`src/rtl/debug_step_ctrl.sv`:
```
// Debug step controller: takes single-byte host commands (run, step, print),
// gates the pipeline advance-enable, then captures the program counter and
// streams it back to the host MSB first over a valid/ready byte channel.
module debug_step_ctrl #(
   parameter int unsigned SIZE_ADDR_PC = 32,
   parameter int unsigned SIZE_BYTE    = 8
) (
   input  logic                    i_clk,
   input  logic                    i_reset,
   input  logic [SIZE_BYTE-1:0]    i_cmd_data,
   input  logic                    i_cmd_valid,
   output logic                    o_cmd_ready,
   input  logic [SIZE_ADDR_PC-1:0] i_pc,
   input  logic                    i_halt,
   output logic                    o_step,
   output logic [SIZE_BYTE-1:0]    o_tx_data,
   output logic                    o_tx_valid,
   input  logic                    i_tx_ready,
   output logic                    o_busy
);

   localparam logic [SIZE_BYTE-1:0] CMD_RUN   = SIZE_BYTE'(8'h63);
   localparam logic [SIZE_BYTE-1:0] CMD_STEP  = SIZE_BYTE'(8'h73);
   localparam logic [SIZE_BYTE-1:0] CMD_PRINT = SIZE_BYTE'(8'h70);

   typedef enum logic [2:0] {
      IDLE,
      RUN,
      STEP,
      CAPTURE,
      SEND
   } state_t;

   state_t                  state_q, state_d;
   logic [1:0]              cnt_q, cnt_d;
   logic [SIZE_ADDR_PC-1:0] pc_latch_q, pc_latch_d;
   logic [1:0]              byte_sel;
   logic [SIZE_ADDR_PC-1:0] pc_shift;

   // State, byte counter and captured PC; reset clears everything at once so
   // the state-decoded outputs drop without waiting for a clock edge.
   always_ff @(posedge i_clk or negedge i_reset) begin
      if (!i_reset) begin
         state_q    <= IDLE;
         cnt_q      <= '0;
         pc_latch_q <= '0;
      end else begin
         state_q    <= state_d;
         cnt_q      <= cnt_d;
         pc_latch_q <= pc_latch_d;
      end
   end

   // Next-state and output decode; i_halt is only looked at while running.
   always_comb begin
      state_d     = state_q;
      cnt_d       = cnt_q;
      pc_latch_d  = pc_latch_q;
      o_cmd_ready = 1'b0;
      o_step      = 1'b0;
      o_tx_valid  = 1'b0;
      o_tx_data   = '0;
      o_busy      = 1'b1;
      byte_sel    = 2'd3 - cnt_q;
      pc_shift    = pc_latch_q >> (SIZE_BYTE * 32'(byte_sel));

      case (state_q)
         IDLE: begin
            o_cmd_ready = 1'b1;
            o_busy      = 1'b0;
            if (i_cmd_valid) begin
               if (i_cmd_data == CMD_RUN) begin
                  state_d = RUN;
               end else if (i_cmd_data == CMD_STEP) begin
                  state_d = STEP;
               end else if (i_cmd_data == CMD_PRINT) begin
                  state_d = CAPTURE;
               end
            end
         end
         RUN: begin
            if (i_halt) begin
               state_d = CAPTURE;
            end else begin
               o_step = 1'b1;
            end
         end
         STEP: begin
            o_step  = 1'b1;
            state_d = CAPTURE;
         end
         CAPTURE: begin
            pc_latch_d = i_pc;
            cnt_d      = '0;
            state_d    = SEND;
         end
         SEND: begin
            o_tx_valid = 1'b1;
            o_tx_data  = pc_shift[SIZE_BYTE-1:0];
            if (i_tx_ready) begin
               cnt_d = cnt_q + 2'd1;
               if (cnt_q == 2'd3) begin
                  state_d = IDLE;
               end
            end
         end
         default: begin
            state_d = IDLE;
         end
      endcase
   end

endmodule
```
`config.mk`:
```
export PLATFORM = sky130hd
export DESIGN_NAME = debug_step_ctrl
export DESIGN_NICKNAME = d
export VERILOG_FILES = /design/src/rtl/debug_step_ctrl.sv
export SDC_FILE = /design/constraint.sdc
export NUM_CORES = 1
export LEC_CHECK = 0
export CORE_MARGIN = 3
export CORE_UTILIZATION = 30
export DETAILED_ROUTE_END_ITERATION = 8
export PLACE_DENSITY_LB_ADDON = 0.3
export RECOVER_POWER = 25
export SETUP_SLACK_MARGIN = 0.15
export SLEW_MARGIN = 20
export SYNTH_ARGS = -nofsm -noshare
export SYNTH_HDL_FRONTEND = slang
export SYNTH_SLANG_ARGS = --single-unit
```
`constraint.sdc`:
```
create_clock -name i_clk -period 2.3 [get_ports i_clk]
set_clock_uncertainty 0.1 [all_clocks]
set_input_delay 0.575 -clock i_clk [delete_from_list [all_inputs] [get_ports i_clk]]
set_output_delay 0.575 -clock i_clk [all_outputs]
set_load 0.05 [all_outputs]
```
==> out/summary.txt <==
H-tree Lvls: 2
Residual DRC: 0
Core area: 6060 um^2
Largest net degree at the start of global routing: 38
CTS tree: done
Remaining Overflow, GRT: 0
Die span in x: 86.2 um
Routability cong.: 0.811
Count leader, synth: dfrtp_1
Cell Chain, Critical Path: buf_4 -> buf_16 -> mux4_2 -> and2_4 -> buf_12
LEAKAGE: 1.27 nW
Tmin final: 2370 ps
Pwr per Cell Area: 1230 nW/um^2
Count of cell types in the netlist: 30
Crit path launch type: register
RSZ-0062 raised after global routing: true
Yosys top cell by area: dfrtp_1
CP max FO: 5
Maximum vdd drop: 619 uV
Final hold violation count: 0
Kind of critical path: register to output pin
Post-CTS Hold Buffers: 0
Setup WS post-layout: -73.5 ps
Worst Setup End Kind: output pin
DR iter-0 viols: 27
Top Ports: 57
Hold Crit Class: primary input to async pin
Inst Count DP: 254
Die Y: 86.2 um
Share of cells above drive strength 1: 0.464
Final Util: 0.475
First-pass GRT wire length: 7020 um
Synth Warn #: 0
FMAX: 421 MHz
Port bufs: 56
Setup TNS: -423 ps
Mapped cell area: 1930 um^2
Antenna Violating Nets Remaining: 0
Area Growth Syn to Fin: 49.0%
Non-filler cells in the finished layout: 269
Part of the Yosys area used for sequential elements: 0.479
Clock sink count: 37
EDFF count, synth: 0
Outcome: finished, violations left
Final Cycle Share: 1.03
Highest-delay cell along the critical path: mux4_2
Clk Latency, worst-skew pair: 290 ps
Yosys top cell area share: 0.479
Slew headroom: 0.383
Post-Place Setup Slack: 46.0 ps
Tot GR Track Use: 0.122
Cell Area, Placed: 2660 um^2
Fraction of registers with async set/reset: 1.00
Ranking of synthesized cells by area: dfrtp_1, mux2_4, mux4_2
Ys flop type: dfrtp_1
Gate Count Post-Synth: 127
Final antenna diode count: 0
Seq cells post-synth: 37
Die area: 7440 um^2
Rows: 28
Worst-margin pin slew: 925 ps
Vias in the first global route: 1,472
Final net count: 239
Clock-pin slew on the worst setup and hold paths: 80 ps
Mapped Avg Cell Area: 15.2 um^2
Final number of max-transition violations: 0
CTS max path bufs: 2
Worst EP required: 1620 ps
Final setup fails: 8
Post-route cell area: 2880 um^2
CTS Buf Count: 5
Post-DP HPWL: 2980 um
Max_cap viols: 0
Starting density of the core: 0.319
Reg2reg setup slack: 400 ps
CP max stage delay: 480 ps
Syn_nets: 173
Failing checks: negative setup slack
Post-synth top cells: dfrtp_1, mux2_4, and2_1, mux4_2, nand2_1
Via count: 1,276
Detailed Routing Iterations Pass 1: 4
Initial antenna violation count: 0
Total wire length: 4300 um
DR vias/cell: 4.74
Crit path DAT: 1700 ps
Drt wl/cell: 16.0 um
Cell at the root of the clock tree: clkbuf_8
[cells by family after synthesis]
kind of cell | count (synthesis) | share of synthesized area
AO/OA/AOI/OAI | 8 | 0.0324
XOR/XNOR | 1 | 0.00453
adder cells (fa/ha/maj) | 1 | 0.00648
buffers and inverters | 10 | 0.0492
flip-flops | 37 | 0.479
multiplexers | 40 | 0.332
AND/OR/NAND/NOR | 30 | 0.0959
[timing repair]
action                     4_1_cts  5_1_grt
buffers inserted                 3        3
pin swaps                        4        4
cloned                           1        0
resized for setup               17        3
setup endpoints to repair       11       12
[metrics by stage]
stage | power [mW] | hold WS [ps]
CTS | 3.52 | 308
finish | 3.54 | 320
detailed placement | 2.90 | 392
global placement | 2.84 | 384
floorplan | 2.44 | 179
global route | 3.75 | 391
[cell type report]
type	instances	area (um^2)
Clock inverter	1	5.00
Clock buffer	7	96.3
Sequential cell	37	927
Inverter	2	10.0
Timing Repair Buffer	67	796
Fill cell	560	3180
Tap cell	75	93.8
Multi-Input combinational cell	80	950
[worst paths after layout]
| check | start | endpoint | depth (start not counted) |
|---|---|---|---|
| worst max register to register | state_q[1] | pc_latch_q[12] | 4 |
| max in group asynchronous | i_reset | state_q[2] | 1 |
| worst min register to register | pc_latch_q[13] | pc_latch_q[13] | 1 |
| worst min-delay path | i_reset | cnt_q[1] | 1 |
| min in group i_clk | pc_latch_q[13] | pc_latch_q[13] | 1 |
| worst max-delay path | cnt_q[0] | o_tx_data[5] | 5 |
[sequential cells by signal (all words and copies together), names as in the netlist]
| signal | cells |
|---|---|
| pc_latch_q | 32 |
| cnt_q | 2 |
| state_q | 3 |
[critical path: cells and delay by family, from the launching register on]
kind,cells,cell delay (ps)
flip-flops,1,370
AND/OR/NAND/NOR,1,180
buffers and inverters,3,390
multiplexers,1,480
[routing by layer]
| metal | up-vias | track usage | wire (um) |
|---|---|---|---|
| met5 | - | 0 | 0 |
| met4 | 0 | 0.0425 | 33 |
| met3 | 4 | 0.0380 | 249 |
| met2 | 44 | 0.204 | 2160 |
| met1 | 638 | 0.150 | 1860 |
| li1 | 590 | - | - |
[cells in the final DEF, fill, tap and decap left out, types with 2 or more instances in the layout]
master and count:
dfrtp_1 36, buf_4 5, mux4_2 8, and2_4 8, clkbuf_8 7, nand2_1 6, a211oi_1 2, buf_12 12
clkdlybuf4s50_1 42, mux2_2 5, nor3_1 2, buf_6 5, mux2_4 27, nand3_1 4, a21oi_1 2
[report_power, final]
part / switching [mW] / total (mW) / internal (mW)
sequential: 0.209 / 1.19 / 0.981
combinational: 0.695 / 1.85 / 1.16
clock: 0.224 / 0.495 / 0.271
No activity file was read; power rests on OpenSTA's default activity.
